$ cat config.mk
export PLATFORM = sky130hd
export DESIGN_NAME = branch_resolve_unit
export DESIGN_NICKNAME = d
export VERILOG_FILES = /design/src/rtl/branch_pkg.sv /design/src/rtl/branch_resolve_unit_bht.sv /design/src/rtl/branch_resolve_unit.sv
export SDC_FILE = /design/constraint.sdc
export NUM_CORES = 1
export LEC_CHECK = 0
export CORE_UTILIZATION = 55
export CTS_BUF_LIST = sky130_fd_sc_hd__clkbuf_4 sky130_fd_sc_hd__clkbuf_8
export CTS_CLUSTER_DIAMETER = 40
export CTS_CLUSTER_SIZE = 10
export DETAILED_ROUTE_END_ITERATION = 6
export PLACE_DENSITY = 0.95
export SLEW_MARGIN = 25
export SYNTH_ARGS = -nofsm -noshare
export SYNTH_HDL_FRONTEND = slang
export SYNTH_SLANG_ARGS = --single-unit
$ cat constraint.sdc
create_clock -name clk -period 5 [get_ports clk]
set_input_delay 1 -clock clk [delete_from_list [all_inputs] [get_ports clk]]
set_output_delay 1 -clock clk [all_outputs]
set_load 0.05 [all_outputs]
$ cat src/rtl/branch_pkg.sv
// Shared types for the branch resolve unit: op encodings, BHT counter type, FSM states.
package branch_pkg;

  typedef enum logic [3:0] {
    BR_NONE = 4'd0,
    BR_BEQ  = 4'd1,
    BR_BNE  = 4'd2,
    BR_BLT  = 4'd3,
    BR_BGE  = 4'd4,
    BR_BLTU = 4'd5,
    BR_BGEU = 4'd6,
    BR_JAL  = 4'd7,
    BR_JALR = 4'd8
  } br_op_e;

  typedef logic [1:0] bht_ctr_t;
  localparam bht_ctr_t BHT_WEAK_NT = 2'b01;

  typedef enum logic [1:0] {
    S_IDLE,
    S_RESOLVE,
    S_FLUSH
  } brs_state_e;

  // 2-bit saturating counter step
  function automatic bht_ctr_t bht_next(input bht_ctr_t c, input logic tk);
    bht_ctr_t n;
    n = c;
    if (tk && c != 2'b11) n = c + 2'b01;
    else if (!tk && c != 2'b00) n = c - 2'b01;
    return n;
  endfunction

endpackage

$ cat src/rtl/branch_resolve_unit_bht.sv
// Branch history table: async read for fetch, read-modify-write update port.
module branch_bht
  import branch_pkg::*;
#(
  parameter int DEPTH = 64,
  parameter int IDX_W = $clog2(DEPTH)
) (
  input  logic             clk,
  input  logic             reset,
  input  logic [IDX_W-1:0] rd_idx_i,
  output logic [1:0]       rd_ctr_o,
  input  logic             wr_en_i,
  input  logic [IDX_W-1:0] wr_idx_i,
  input  logic             wr_taken_i
);

  bht_ctr_t ctr_q [DEPTH];

  always_ff @(posedge clk) begin
    if (reset) begin
      for (int i = 0; i < DEPTH; i++) ctr_q[i] <= BHT_WEAK_NT;
    end else if (wr_en_i) begin
      ctr_q[wr_idx_i] <= bht_next(ctr_q[wr_idx_i], wr_taken_i);
    end
  end

  // Read sees the pre-update value when lookup and update hit the same entry.
  assign rd_ctr_o = ctr_q[rd_idx_i];

endmodule

$ cat src/rtl/branch_resolve_unit.sv
// EX-stage branch resolver: compare, registered result, mispredict flush FSM, BHT and stats.
module branch_resolve_unit
  import branch_pkg::*;
#(
  parameter int              XLEN      = 32,
  parameter int              BHT_DEPTH = 64,
  parameter int              FLUSH_CYC = 2,
  parameter logic [XLEN-1:0] RESET_PC  = 'h00400004
) (
  input  logic            clk,
  input  logic            reset,
  input  logic            in_valid,
  output logic            in_ready,
  input  logic [3:0]      br_op,
  input  logic [XLEN-1:0] pc,
  input  logic [XLEN-1:0] rs1,
  input  logic [XLEN-1:0] rs2,
  input  logic [XLEN-1:0] imm_target,
  input  logic            pred_taken,
  input  logic            out_ready,
  output logic            out_valid,
  output logic            taken,
  output logic [XLEN-1:0] target,
  output logic            mispredict,
  output logic            flush,
  output logic [XLEN-1:0] redirect_pc,
  input  logic [XLEN-1:0] fetch_pc,
  output logic            fetch_pred,
  output logic [31:0]     br_count,
  output logic [31:0]     mp_count
);

  localparam int IDX_W = $clog2(BHT_DEPTH);
  localparam int CNT_W = (FLUSH_CYC > 1) ? $clog2(FLUSH_CYC) : 1;

  br_op_e          op;
  logic            is_cond, is_jal, is_jalr, op_valid;
  logic            cond_tk, taken_c;
  logic [XLEN-1:0] target_c, jalr_sum;
  logic            accept, handoff;

  logic            out_valid_q, taken_q, mp_q, cond_q;
  logic [XLEN-1:0] target_q, redirect_q;
  logic [IDX_W-1:0] idx_q;
  logic [31:0]     br_cnt_q, mp_cnt_q;
  brs_state_e      state_q, state_d;
  logic [CNT_W-1:0] fcnt_q, fcnt_d;
  logic [1:0]      fetch_ctr;
  logic            unused_bits;

  assign op       = br_op_e'(br_op);
  assign is_jal   = (op == BR_JAL);
  assign is_jalr  = (op == BR_JALR);
  assign is_cond  = (op == BR_BEQ) || (op == BR_BNE) || (op == BR_BLT) ||
                    (op == BR_BGE) || (op == BR_BLTU) || (op == BR_BGEU);
  assign op_valid = is_cond | is_jal | is_jalr;

  always_comb begin
    cond_tk = 1'b0;
    case (op)
      BR_BEQ:  cond_tk = (rs1 == rs2);
      BR_BNE:  cond_tk = (rs1 != rs2);
      BR_BLT:  cond_tk = ($signed(rs1) <  $signed(rs2));
      BR_BGE:  cond_tk = ($signed(rs1) >= $signed(rs2));
      BR_BLTU: cond_tk = (rs1 <  rs2);
      BR_BGEU: cond_tk = (rs1 >= rs2);
      default: cond_tk = 1'b0;
    endcase
  end

  assign jalr_sum = rs1 + imm_target;
  assign taken_c  = cond_tk | is_jal | is_jalr;

  always_comb begin
    target_c = pc + XLEN'(4);
    if (is_jalr)              target_c = {jalr_sum[XLEN-1:1], 1'b0};
    else if (is_jal | cond_tk) target_c = imm_target;
  end

  assign in_ready = (state_q != S_FLUSH) && (!out_valid_q || out_ready);
  assign accept   = in_valid && in_ready;
  assign handoff  = out_valid_q && out_ready;

  // Result register; none-ops pass through without touching it.
  always_ff @(posedge clk) begin
    if (reset) begin
      out_valid_q <= 1'b0;
      taken_q     <= 1'b0;
      target_q    <= '0;
      mp_q        <= 1'b0;
      cond_q      <= 1'b0;
      idx_q       <= '0;
    end else if (accept && op_valid) begin
      out_valid_q <= 1'b1;
      taken_q     <= taken_c;
      target_q    <= target_c;
      mp_q        <= taken_c ^ pred_taken;
      cond_q      <= is_cond;
      idx_q       <= pc[IDX_W+1:2];
    end else if (handoff) begin
      out_valid_q <= 1'b0;
    end
  end

  always_comb begin
    state_d = state_q;
    fcnt_d  = fcnt_q;
    case (state_q)
      S_FLUSH: begin
        if (fcnt_q == '0) state_d = S_IDLE;
        else              fcnt_d  = fcnt_q - 1'b1;
      end
      default: begin
        if (handoff && mp_q) begin
          state_d = S_FLUSH;
          fcnt_d  = CNT_W'(FLUSH_CYC - 1);
        end else if ((accept && op_valid) || (out_valid_q && !out_ready)) begin
          state_d = S_RESOLVE;
        end else begin
          state_d = S_IDLE;
        end
      end
    endcase
  end

  always_ff @(posedge clk) begin
    if (reset) begin
      state_q    <= S_IDLE;
      fcnt_q     <= '0;
      redirect_q <= RESET_PC;
    end else begin
      state_q <= state_d;
      fcnt_q  <= fcnt_d;
      if (handoff && mp_q && state_q != S_FLUSH) redirect_q <= target_q;
    end
  end

  always_ff @(posedge clk) begin
    if (reset) begin
      br_cnt_q <= '0;
      mp_cnt_q <= '0;
    end else if (handoff) begin
      if (cond_q && br_cnt_q != 32'hFFFF_FFFF) br_cnt_q <= br_cnt_q + 32'd1;
      if (mp_q   && mp_cnt_q != 32'hFFFF_FFFF) mp_cnt_q <= mp_cnt_q + 32'd1;
    end
  end

  branch_bht #(.DEPTH(BHT_DEPTH), .IDX_W(IDX_W)) u_bht (
    .clk        (clk),
    .reset      (reset),
    .rd_idx_i   (fetch_pc[IDX_W+1:2]),
    .rd_ctr_o   (fetch_ctr),
    .wr_en_i    (handoff && cond_q),
    .wr_idx_i   (idx_q),
    .wr_taken_i (taken_q)
  );

  assign unused_bits = ^{pc[XLEN-1:IDX_W+2], pc[1:0], fetch_pc[XLEN-1:IDX_W+2], fetch_pc[1:0]};

  assign out_valid   = out_valid_q;
  assign taken       = taken_q;
  assign target      = target_q;
  assign mispredict  = out_valid_q && mp_q;
  assign flush       = (state_q == S_FLUSH);
  assign redirect_pc = redirect_q;
  assign fetch_pred  = fetch_ctr[1];
  assign br_count    = br_cnt_q;
  assign mp_count    = mp_cnt_q;

endmodule

# --- After elaboration in Yosys (flattened, before gate mapping) ---
# Memories as Yosys holds them, arrays and structs flattened. A register that Yosys moved wholly into a read port is not among the register bits.
# Cells that the tools add are included.
totals:
  out_inout_bits: 134
  wordCells: 99
  register_bits: 141
  n_memories: 1
  ramBits: 128
  latchBits: 0
  romBits: 0
memory_table:
  columns: ["name", "depth", "width", "read_ports", "rd_clocked_by_memory_dff", "wr", "line_no", "rtl"]
  rows:
  - ["u_bht.ctr_q", 64, 2, 2, 1, 64, "branch_resolve_unit_bht.sv:17", "bht_ctr_t ctr_q [DEPTH];"]
op_classes:
  reduce_logical: 29
  addsub: 7
  mux: 26
  order_cmp: 4
  bitwise_logic: 5
  mul: 0
  shift: 0
  div: 0
  n_eq_ne: 16
ops:
  columns: ["cell", "count"]
  rows:
  - ["32-bit by 1-bit adder with 32-bit output (second input constant)", 2]
  - ["32-bit greater-or-equal comparator", 2]
  - ["32-bit less-than comparator", 2]
  - ["32-bit two-way mux", 2]
  - ["32-bit inequality test (second input constant)", 2]
  - ["32-bit by 3-bit adder with 32-bit output (second input constant)", 1]
  - ["32-bit adder", 1]
  - ["32-bit == test", 1]
  - ["32-bit inequality test", 1]
  - ["6-bit two-way mux", 3]
  - ["4-bit by 3-bit == test with 1-bit output (second input constant)", 4]
  - ["2-bit two-way mux", 8]
  - ["1-bit logical AND", 13]
  - ["1-bit two-way mux", 12]
  - ["4-bit by 2-bit == test with 1-bit output (second input constant)", 2]
  - ["1-bit logical OR", 7]
  - ["2-bit inequality test (second input constant)", 3]
  - ["1-bit case mux with 6 select lines", 1]
  - ["2-bit nonzero test", 3]
  - ["4-bit by 1-bit == test with 1-bit output (second input constant)", 1]
  - ["4-bit == test (second input constant)", 1]
  - ["1-bit bitwise OR", 4]
  - ["2-bit AND reduction", 2]
  - ["1-bit zero test", 3]
  - ["6 further kinds", 6]

# --- Depth between registers and ports, before layout ---
# Gate-level depths: netlist of run 1.
logic_depth:
  depth_word: 13
  mapped_depth: 13
  depth_no_buf: 11

# --- By module ---
# A second synthesis of run 1 with hierarchy kept.
unflattened:
  hier_cells: 1880
  area_unflattened_um2: 17132.7
modules_own_cells:
  columns: ["mod", "area_per_inst_um2", "cells_per_inst", "n_inst", "seq_area_each_um2"]
  rows:
  - ["branch_resolve_unit", 8989.9, 1160, 1, 2822.7]
  - ["branch_bht", 8142.8, 720, 1, 3843.7]

# --- Worst setup path after synthesis of run 1 ---
# OpenSTA, ideal clock, no wires.
synth_path:
  path_type: "input-to-output"
  startpoint: "in fetch_pc[2]"
  endpoint: "out fetch_pred"
  t_arrival_ps: 3571
  setup_slack_ps: 429
  required_time_ps: 4000
  n_path_buf: 2
  cell_stages: 5
  path_cell_list: "clkbuf_1 > buf_1 > mux4_2 > mux4_2 > mux4_2"
synth_between:
  elab_chain_cells: 1
synth_rtl:
  columns: ["element", "line_no", "rtl"]
  rows:
  - ["start, declared", "branch_resolve_unit.sv:27", "input logic [XLEN-1:0] fetch_pc,"]
  - ["memory 64 x 2 bit", null, null]
  - ["end, declared", "branch_resolve_unit.sv:28", "output logic fetch_pred,"]
# Every way passes these cells.

# --- Worst setup path after layout of run 1 ---
layout_path:
  startpoint: "in rs1[26]"
  endpoint: "reg target_q[7], in the netlist target[7]"
layout_between:
  elab_chain_cells: 5
layout_rtl:
  columns: ["element", "line_no", "rtl"]
  rows:
  - ["start, declared", "branch_resolve_unit.sv:16", "input logic [XLEN-1:0] rs1,"]
  - ["32-bit greater-or-equal comparator (tied with other cells)", "branch_resolve_unit.sv:66", "BR_BGEU: cond_tk = (rs1 >= rs2);"]
  - ["1-bit case mux with 6 select lines *", "branch_resolve_unit.sv:60", "case (op)"]
  - ["1-bit bitwise OR *", "branch_resolve_unit.sv:77", "else if (is_jal | cond_tk) target_c = imm_target;"]
  - ["32-bit two-way mux *", "branch_resolve_unit.sv:77", null]
  - ["32-bit two-way mux *", "branch_resolve_unit.sv:76", "if (is_jalr) target_c = {jalr_sum[XLEN-1:1], 1'b0};"]
  - ["end signal, assigned", "branch_resolve_unit.sv:96", "target_q <= target_c;"]
  - ["end, declared", "branch_resolve_unit.sv:43", "logic [XLEN-1:0] target_q, redirect_q;"]
# Mark *: on every way between the ends. The rest lies on a longest branch, timed or not.
# A chain may end at the register's enable or synchronous reset.

==> flow_metrics.tcl, run 1 <==
set metrics [dict create \
    status "complete, no violations" \
    dp_cells 2335 \
    min_period_ns 4.596 \
    cts_tree "yes" \
    grt_pass1_wl_um 77290 \
    drv_cap 0 \
    cp.required_ns 5.43 \
    place_ws_ns -0.006791 \
    ios 303 \
    ant_nets 0 \
    cts_setup_buffers 0 \
    power_density_mw_per_mm2 256.6 \
    crit_slowest_cell "nor2_2" \
    cpMostUsedCell "buf_4" \
    fp-row-count 62 \
    cp-end-kind "flop" \
    hold_buffers 0 \
    core_mm2 0.02894 \
    power.total_w 0.005170 \
    seq_area_frac_synth 0.4155 \
    max_freq_mhz 217.6 \
    grt_setup_unrepaired "no" \
    critPathLaunch "rs1[26]" \
    grt_use_total 0.3205 \
    clkTransAtPathRegs_ns 0.07 \
    initial_core_util 0.5645 \
    ys_top_cells_by_count "nand2_1 (230), nor2_1 (187), dfxtp_1 (147)" \
    clk_latency_ns 0.54 \
    wl_met2_um 23960 \
    grt_max_degree 83 \
    cp_data_arrival_time_ns 5.03 \
    slew_headroom 0.2773 \
    yosysUniqueCellTypes 69 \
    firstDrtPassIters 6 \
    met3WireLength_um 4515 \
    yosysMostFrequentCell "nand2_1" \
    hold_path_class "reg2reg" \
    cp_cell_sequence "clkdlybuf4s50_1, ha_1, nand4_1, nor4_1, buf_4, nor2b_1, a31oi_1, mux2i_1, nand4_2, nor2_2, buf_4, o211ai_1, a211oi_1" \
    clock_skew_ns 0.01761 \
    dp_hpwl_um 37040 \
    drt_iter0_drc 1732 \
    fin_crit_sh 0.9192 \
    cts_max_path_buffers 3 \
    final_cells 2397 \
    grt_pass1_vias 14850 \
    synth_ff_type "dfxtp_1" \
    cts_resized 0 \
    syn-mean-instance-area_um2 9.376 \
    cts-htree-levels 2 \
    crit_fanout 22 \
    synth_top_cell_by_area "edfxtp_1" \
    irDropWorstVdd_uv 152.7 \
    layout_setup_ws_ns 0.4038 \
    ys_top_cells_by_area "edfxtp_1 (24%), dfxtp_1 (18%), mux4_2 (8.7%)" \
    fin_tns_setup_ns 0 \
    yosys_warnings 0 \
    drive_gt1_frac 0.1003 \
    synth_edf_count 128 \
    nets 2226 \
    hold_viol_final 0 \
    setup_viol 0 \
    synth_top_area_frac 0.2353 \
    ys_async_sr_fraction 0 \
    r2r_slack_ns 0.62 \
    detail_route.wl_per_cell_um 20.54 \
    dieArea_mm2 0.03039 \
    ff2ff_path_depth 10 \
    area_delta_synth_final_pct 23.36 \
    place_congestion 0.9446 \
    die_y_um 174.3 \
    synth_cells 1742 \
    mappedNetlistNets 1979 \
    via_count 15060 \
    wl_met1_um 17420 \
    die_w_um 174.3 \
    path_buf_inv 3 \
    avgViaCountPerCell 6.282 \
    root_buffer "clkbuf_8" \
    crit_path_start_kind "primary input" \
    critPathKind "in2reg" \
    hold_depth 2 \
    netlist_area_mm2 0.01633 \
    grt_overflow 0 \
    whs_endpoint "redirect_pc[29]" \
    highest_layer "met4" \
    drcViolationCount 0 \
    portBuffers 276 \
    min-delay-start "redirect_pc[29]" \
    clkSinkCount 275 \
    slew_violations 0 \
    cts_buffers 36 \
    tightest_slew_ns 1.080 \
    rr_endpoint "u_bht.ctr_q[39][1]" \
    wl_um 49240 \
    path_delay_family "simple AND/OR/NAND/NOR gates" \
    ys_seq_elements 275 \
    leakage_nw 6.974 \
    grt_antenna_before_repair 0 \
    max_stage_delay_ns 0.84 \
    antennaDiodeCount 0 \
]
routing by layer:
layer,vias up,global-route usage
met5,-,0
met2,968,0.5433
met1,7071,0.3755
met3,224,0.05599
met4,0,0.2043
li1,6796,-
where the power goes:
| part | leakage, nW | internal, W | switching [W] | total [W] |
|---|---|---|---|---|
| sequential | 2.29 | 0.00239 | 0.0000502 | 0.00244 |
| combinational | 4.31 | 0.000419 | 0.000583 | 0.00100 |
| clock | 0.377 | 0.000897 | 0.000828 | 0.00173 |
stage by stage:
step	hold slack, ns	utilization	area (um^2)
after detailed placement	0.4480	0.6708	19410
after CTS	0.4573	0.6962	20140
after floorplan	0.4321	-	16330
final	0.4552	0.6964	20150
after global placement	0.4422	0.6699	19380
after global routing	0.4742	0.6964	20150
sequential cells by signal, summed over array words and instances, names as in the netlist, named ones only:
signal	count
cond_q	1
mp_count	32
taken	1
idx_q	6
fcnt_q	1
u_bht.ctr_q	128
target	32
br_count	32
redirect_pc	32
out_valid	1
mp_q	1
state_q	2
layout by cell type, fill, tap and decap left out, drive strengths merged, types with 31 or more instances in the layout:
| cell type | count |
|---|---|
| nor2 | 188 |
| clkdlybuf4s50 | 274 |
| dfxtp | 147 |
| nand2 | 230 |
| mux4 | 63 |
| nor3 | 61 |
| inv | 51 |
| or2 | 31 |
| clkbuf | 55 |
| xor2 | 62 |
| a21oi | 104 |
| nand3 | 96 |
| o21ai | 38 |
| ha | 67 |
| buf | 35 |
| edfxtp | 128 |
| nand4 | 40 |
| xnor2 | 43 |
| nand2b | 45 |
cells by family after synthesis:
group                    after synthesis  synth area share
AND/OR/NAND/NOR                      795            0.2332
buffers and inverters                150           0.03976
XOR/XNOR                             105           0.05745
multiplexers                          76           0.09491
flip-flops                           275            0.4155
AO/OA/AOI/OAI                        273            0.1066
adder cells (fa/ha/maj)               68           0.05255
how the worst max path moves through the flow:
stage / endpoint / cells past startpoint
6_report: target[7] / 13
5_1_grt: target[5] / 13
4_1_cts: fetch_pred / 6
3_5_place_dp: target[5] / 13
3_3_place_gp: target[5] / 13
2_1_floorplan: fetch_pred / 5
tightest hold or removal path: cells and delay by family, from the launching register on:
kind | cells | cell delay [ns]
compound gates | 1 | 0.05
flops | 1 | 0.31
simple gates | 1 | 0.05
area by class of cell:
class	instances	area (um^2)
Timing Repair Buffer	309	3054
Tap cell	384	480.5
Fill cell	1973	8786
Clock buffer	55	656.9
Clock inverter	7	77.57
Inverter	50	187.7
Sequential cell	275	6788
Multi-Input combinational cell	1317	8905
Note: power is estimated with default switching activity, not from simulation.
==> inputs of run 2 (changes only) <==
--- a/config.mk
+++ b/config.mk
@@ -11,7 +11,7 @@
 export CTS_CLUSTER_SIZE = 10
 export DETAILED_ROUTE_END_ITERATION = 6
 export PLACE_DENSITY = 0.95
-export SLEW_MARGIN = 25
+export SLEW_MARGIN = 10
 export SYNTH_ARGS = -nofsm -noshare
 export SYNTH_HDL_FRONTEND = slang
 export SYNTH_SLANG_ARGS = --single-unit
==> run 2 against run 1 <==
  * Critical path depth stayed put
  * Clock skew is 0.035 ns higher
  * Die area stayed put
  * Cell count is 0.17% lower
  * Cell area is 0.25% lower
  * Global-route usage is 0.28 points higher
==> flow_metrics.tcl, run 2 (synthesis gave the netlist of run 1 again) <==
set metrics [dict create \
    status "complete, no violations" \
    cts_resized 0 \
    clock_skew_ns 0.05253 \
    antennaDiodeCount 0 \
    top_register "u_bht.ctr_q" \
    final_cell_mix "clkdlybuf4s50_1 (274), nand2_1 (230), nor2_1 (186)" \
    max_freq_mhz 219.4 \
    hold_buffers 0 \
    cts_max_path_buffers 3 \
    dieArea_mm2 0.03039 \
    cp_data_arrival_time_ns 4.99 \
    dp_cells 2334 \
    detail_route.wl_per_cell_um 20.80 \
    drt_iter0_drc 1849 \
    setup_viol 0 \
    final_common_cell "clkdlybuf4s50_1" \
    cts_setup_buffers 0 \
    hold_viol_final 0 \
    nets 2225 \
    avgViaCountPerCell 6.248 \
    hold_path_class "reg2reg" \
    initial_core_util 0.5645 \
    p_int_w 0.003708 \
    die_w_um 174.3 \
    drv_cap 0 \
    die_y_um 174.3 \
    via_count 14950 \
    ant_nets 0 \
    critPathKind "in2reg" \
    crit_fanout 22 \
    grt_overflow 0 \
    slew_headroom 0.1705 \
    grt_pass1_wl_um 77920 \
    root_buffer "clkbuf_8" \
    nFillCells 2024 \
    fin_util 0.6946 \
    clkTransAtPathRegs_ns 0.07 \
    area_delta_synth_final_pct 23.06 \
    clk_latency_ns 0.55 \
    final_area_mm2 0.02010 \
    final_cells 2393 \
    largest_register_ffs 128 \
    clkPwrFrac 0.335 \
    cp-end-kind "flop" \
    portBuffers 276 \
    ios 303 \
    crit_path_start_kind "primary input" \
    dp_hpwl_um 36900 \
    cp.required_ns 5.44 \
    fin_crit_sh 0.9115 \
    grt_pass1_vias 14900 \
    hold_depth 2 \
    drive_gt1_frac 0.09756 \
    grt_setup_unrepaired "no" \
    switching_share 0.2831 \
    tightest_slew_ns 1.244 \
    p_switching_w 0.001464 \
    cts_buffers 36 \
    seqPwrFrac 0.473 \
    power_density_mw_per_mm2 257.3 \
    slew_violations 0 \
    grt_max_degree 83 \
    leakage_nw 6.957 \
    core_mm2 0.02894 \
    min_period_ns 4.557 \
    cts_tree "yes" \
    grt_use_total 0.3233 \
    clkSinkCount 275 \
    drcViolationCount 0 \
    placed_cell_area_mm2 0.01938 \
    combPwrFrac 0.193 \
    fp-row-count 62 \
    ff2ff_path_depth 10 \
    power.total_w 0.005172 \
    cts-htree-levels 2 \
    wl_um 49770 \
    place_congestion 0.9446 \
    irDropWorstVdd_uv 150.0 \
    grt_antenna_before_repair 0 \
    firstDrtPassIters 7 \
]
run 2: cell count changes in the layout (fill, tap and decap cells not counted), sizes merged:
cell | before | now
clkbuf | 55 | 50
clkinv | 1 | 4
clkinvlp | 4 | 2
buf | 35 | 34
bufinv | 1 | 2
run 2: power by group through the flow:
stage	sequential (W)	clock (W)	combinational [W]
after floorplan	0.00254	0	0.000570
after global placement	0.00249	0	0.000952
after detailed placement	0.00249	0	0.000974
after CTS	0.00244	0.00174	0.000979
after global routing	0.00245	0.00183	0.00106
final	0.00244	0.00173	0.000997
run 2: path summary, 6_finish.rpt:
check / startpoint / slack [ns] / to
setup / recovery: rs1[22] / 0.44 / target[5]
hold / removal: fcnt_q / 0.45 / state_q[1]
setup reg to reg: flop / 0.46 / u_bht.ctr_q[49][0]
hold reg to reg: fcnt_q / 0.45 / state_q[1]
run 2: per-stage QoR:
step | setup slack, ns | setup TNS, ns | hold WS, ns
6_report | 0.4427 | 0 | 0.4515
5_1_grt | 0.2096 | 0 | 0.4795
4_1_cts | 0.5181 | 0 | 0.4564
3_5_place_dp | -0.01876 | -0.02183 | 0.4480
3_3_place_gp | 0.07031 | 0 | 0.4422
2_1_floorplan | 0.4295 | 0 | 0.4321
run 2: layout make-up:
class                           count  area, um^2  share of cell area
Clock buffer                       50       613.1             0.03050
Multi-Input combinational cell   1317        8900              0.4428
Sequential cell                   275        6788              0.3377
Inverter                           50       187.7            0.009338
Clock inverter                      9       103.9            0.005167
Timing Repair Buffer              308        3027              0.1506
Tap cell                          384       480.5             0.02390
run 2: worst max-delay path, stage by stage:
cell and delay (ns):
clkdlybuf4s50_1 0.53, ha_1 0.36, nand4_1 0.13, nor4_1 0.37
buf_4 0.20, nor2b_1 0.04, a31oi_1 0.38, mux2i_1 0.31
nand4_2 0.16, nor2_2 0.86, buf_4 0.31, o211ai_1 0.09
a311oi_1 0.26
run 2: per-layer routing:
metal	routed length, um	track usage
met1	17940	0.3800
met2	24430	0.5574
met3	4139	0.04921
met4	3258	0.1948
met5	0	0
==> inputs of run 3 (changes only) <==
--- a/config.mk
+++ b/config.mk
@@ -5,13 +5,14 @@
 export SDC_FILE = /design/constraint.sdc
 export NUM_CORES = 1
 export LEC_CHECK = 0
-export CORE_UTILIZATION = 55
+export CORE_UTILIZATION = 59
 export CTS_BUF_LIST = sky130_fd_sc_hd__clkbuf_4 sky130_fd_sc_hd__clkbuf_8
 export CTS_CLUSTER_DIAMETER = 40
 export CTS_CLUSTER_SIZE = 10
 export DETAILED_ROUTE_END_ITERATION = 6
+export GPL_TIMING_DRIVEN = 0
 export PLACE_DENSITY = 0.95
-export SLEW_MARGIN = 10
+export SLEW_MARGIN = 20
 export SYNTH_ARGS = -nofsm -noshare
 export SYNTH_HDL_FRONTEND = slang
 export SYNTH_SLANG_ARGS = --single-unit
==> constraint.sdc (replaced) <==
create_clock -name clk -period 5.8 [get_ports clk]
set_input_delay 1.16 -clock clk [delete_from_list [all_inputs] [get_ports clk]]
set_output_delay 1.16 -clock clk [all_outputs]
set_load 0.05 [all_outputs]
==> run 3 against run 2 <==
  * Cell count up 1.1%
  * Largest power group unchanged
  * Sequential cell count unchanged
  * Combinational power down 7.5%
  * Worst setup slack worse by 0.26 ns
  * Cell area up 0.89%
  * Hold slack better by 0.0047 ns
  * Critical path type is now in2out
==> flow_metrics.tcl, run 3 (synthesis gave the netlist of run 1 again) <==
set metrics [dict create \
    final_cell_mix "clkdlybuf4s50_1 (273), nand2_1 (230), nor2_1 (187)" \
    clkPwrFrac 0.345 \
    final_common_cell "clkdlybuf4s50_1" \
    grt_antenna_before_repair 3 \
    dieArea_mm2 0.02835 \
    irDropWorstVdd_uv 144.4 \
    fin_crit_sh 0.9691 \
    crit_path_start_kind "primary input" \
    ant_nets 0 \
    avgViaCountPerCell 6.554 \
    clk_latency_ns 0.56 \
    slew_violations 0 \
    grt_max_degree 12 \
    cts-htree-levels 2 \
    detail_route.wl_per_cell_um 22.84 \
    via_count 15860 \
    cts_tree "yes" \
    seqPwrFrac 0.455 \
    place_congestion 1.020 \
    hold_buffers 0 \
    max_freq_mhz 177.9 \
    cts_resized 2 \
    power_density_mw_per_mm2 227.8 \
    cpMostUsedCell "mux4_2" \
    slew_headroom 0.3427 \
    path_buf_inv 3 \
    fp-row-count 60 \
    critPathKind "in2out" \
    ios 303 \
    top_register "u_bht.ctr_q" \
    place_ws_ns -0.2849 \
    cp-end-kind "output pin" \
    drive_gt1_frac 0.09047 \
    clock_skew_ns 0.03305 \
    grt_setup_unrepaired "no" \
    grt_pass1_wl_um 84680 \
    max_stage_delay_ns 0.73 \
    final_area_mm2 0.02028 \
    power.total_w 0.004618 \
    drv_cap 0 \
    root_buffer "clkbuf_8" \
    core_mm2 0.02703 \
    hold_viol_final 0 \
    grt_overflow 0 \
    clkTransAtPathRegs_ns 0.07 \
    cts_buffers 37 \
    whs_ns 0.4561 \
    initial_core_util 0.6044 \
    dp_hpwl_um 41750 \
    fin_tns_setup_ns 0 \
    p_int_w 0.003274 \
    p_switching_w 0.001345 \
    cts_max_path_buffers 3 \
    largest_register_ffs 128 \
    placed_cell_area_mm2 0.01949 \
    leakage_nw 6.996 \
    min_period_ns 5.621 \
    die_w_um 168.4 \
    combPwrFrac 0.200 \
    wl_um 55260 \
    die_y_um 168.4 \
    cp_cell_sequence "buf_1, clkbuf_1, mux4_2, mux4_2, mux4_2, clkdlybuf4s50_1" \
    setup_viol 0 \
    drt_iter0_drc 2043 \
    nets 2291 \
    crit_fanout 10 \
    grt_use_total 0.3882 \
    cp.required_ns 4.64 \
    switching_share 0.2911 \
    tightest_slew_ns 0.9859 \
    hold_path_class "reg2reg" \
    status "complete, no violations" \
    firstDrtPassIters 6 \
    portBuffers 273 \
    grt_pass1_vias 15790 \
    path_delay_family "buffers and inverters" \
    layout_setup_ws_ns 0.1793 \
    crit_slowest_cell "clkbuf_1" \
    area_delta_synth_final_pct 24.15 \
    clkSinkCount 275 \
    cts_setup_buffers 0 \
    drcViolationCount 0 \
    cp_data_arrival_time_ns 4.46 \
]
## run 3: cell count changes in the layout (fill, tap and decap cells not counted), moves of 8 or more
cell / before / now
buf_4: 31 / 2
buf_1: 0 / 8
clkbuf_1: 0 / 70
buf_2: 0 / 9
buf_6: 1 / 9
## run 3: final cells by class
class                      instances  area (um^2)
multi-input combinational       1317         8902
inverter                          50        187.7
fill                            1812         6748
antenna                            1        2.502
clock buffer                      52        628.1
timing repair buffer             273         2733
sequential                       275         6787
buffer                           100        470.5
clock inverter                    11        141.4
tap                              341        426.7
## run 3: layer usage
| layer | part of all wire | vias up | track usage | wire length (um) |
|---|---|---|---|---|
| met5 | 0.00025 | - | 0 | 14 |
| met3 | 0.11 | 330 | 0.09027 | 6242 |
| li1 | - | 6930 | - | - |
| met4 | 0.079 | 2 | 0.2696 | 4369 |
| met2 | 0.48 | 1226 | 0.6572 | 26280 |
| met1 | 0.33 | 7373 | 0.4344 | 18360 |
## run 3: stage by stage
| stage | util | cells |
|---|---|---|
| after floorplan | - | 1742 |
| after global placement | 0.7213 | 2356 |
| after detailed placement | 0.7213 | 2356 |
| after CTS | 0.7500 | 2419 |
| after global routing | 0.7502 | 2419 |
| final | 0.7503 | 2420 |
## run 3: worst paths after layout
check	cells past startpoint	slack (ns)	end	from
max reg2reg	11	1.36	u_bht.ctr_q[30][0]	flop
min reg2reg	2	0.46	redirect_pc[13]	redirect_pc[13]
min	2	0.46	redirect_pc[13]	redirect_pc[13]
max	6	0.18	fetch_pred	fetch_pc[3]
## run 3: worst reg2reg max path, stage by stage (launching register included)
cell and delay [ns]:
dfxtp_1 0.49, buf_1 0.72, mux4_2 0.47, mux4_2 0.51, mux4_2 0.57, inv_1 0.09, ha_1 0.20, mux2i_1 0.16
xnor2_4 0.45, buf_4 0.28, buf_6 0.17, nand2_1 0.08
## run 3: power groups by stage
| stage | registers (W) | clock network (W) | logic, W |
|---|---|---|---|
| floorplan | 0.00219 | 0 | 0.000491 |
| global placement | 0.00214 | 0 | 0.000870 |
| detailed placement | 0.00214 | 0 | 0.000892 |
| CTS | 0.00210 | 0.00158 | 0.000898 |
| global route | 0.00210 | 0.00165 | 0.000973 |
| finish | 0.00210 | 0.00159 | 0.000922 |
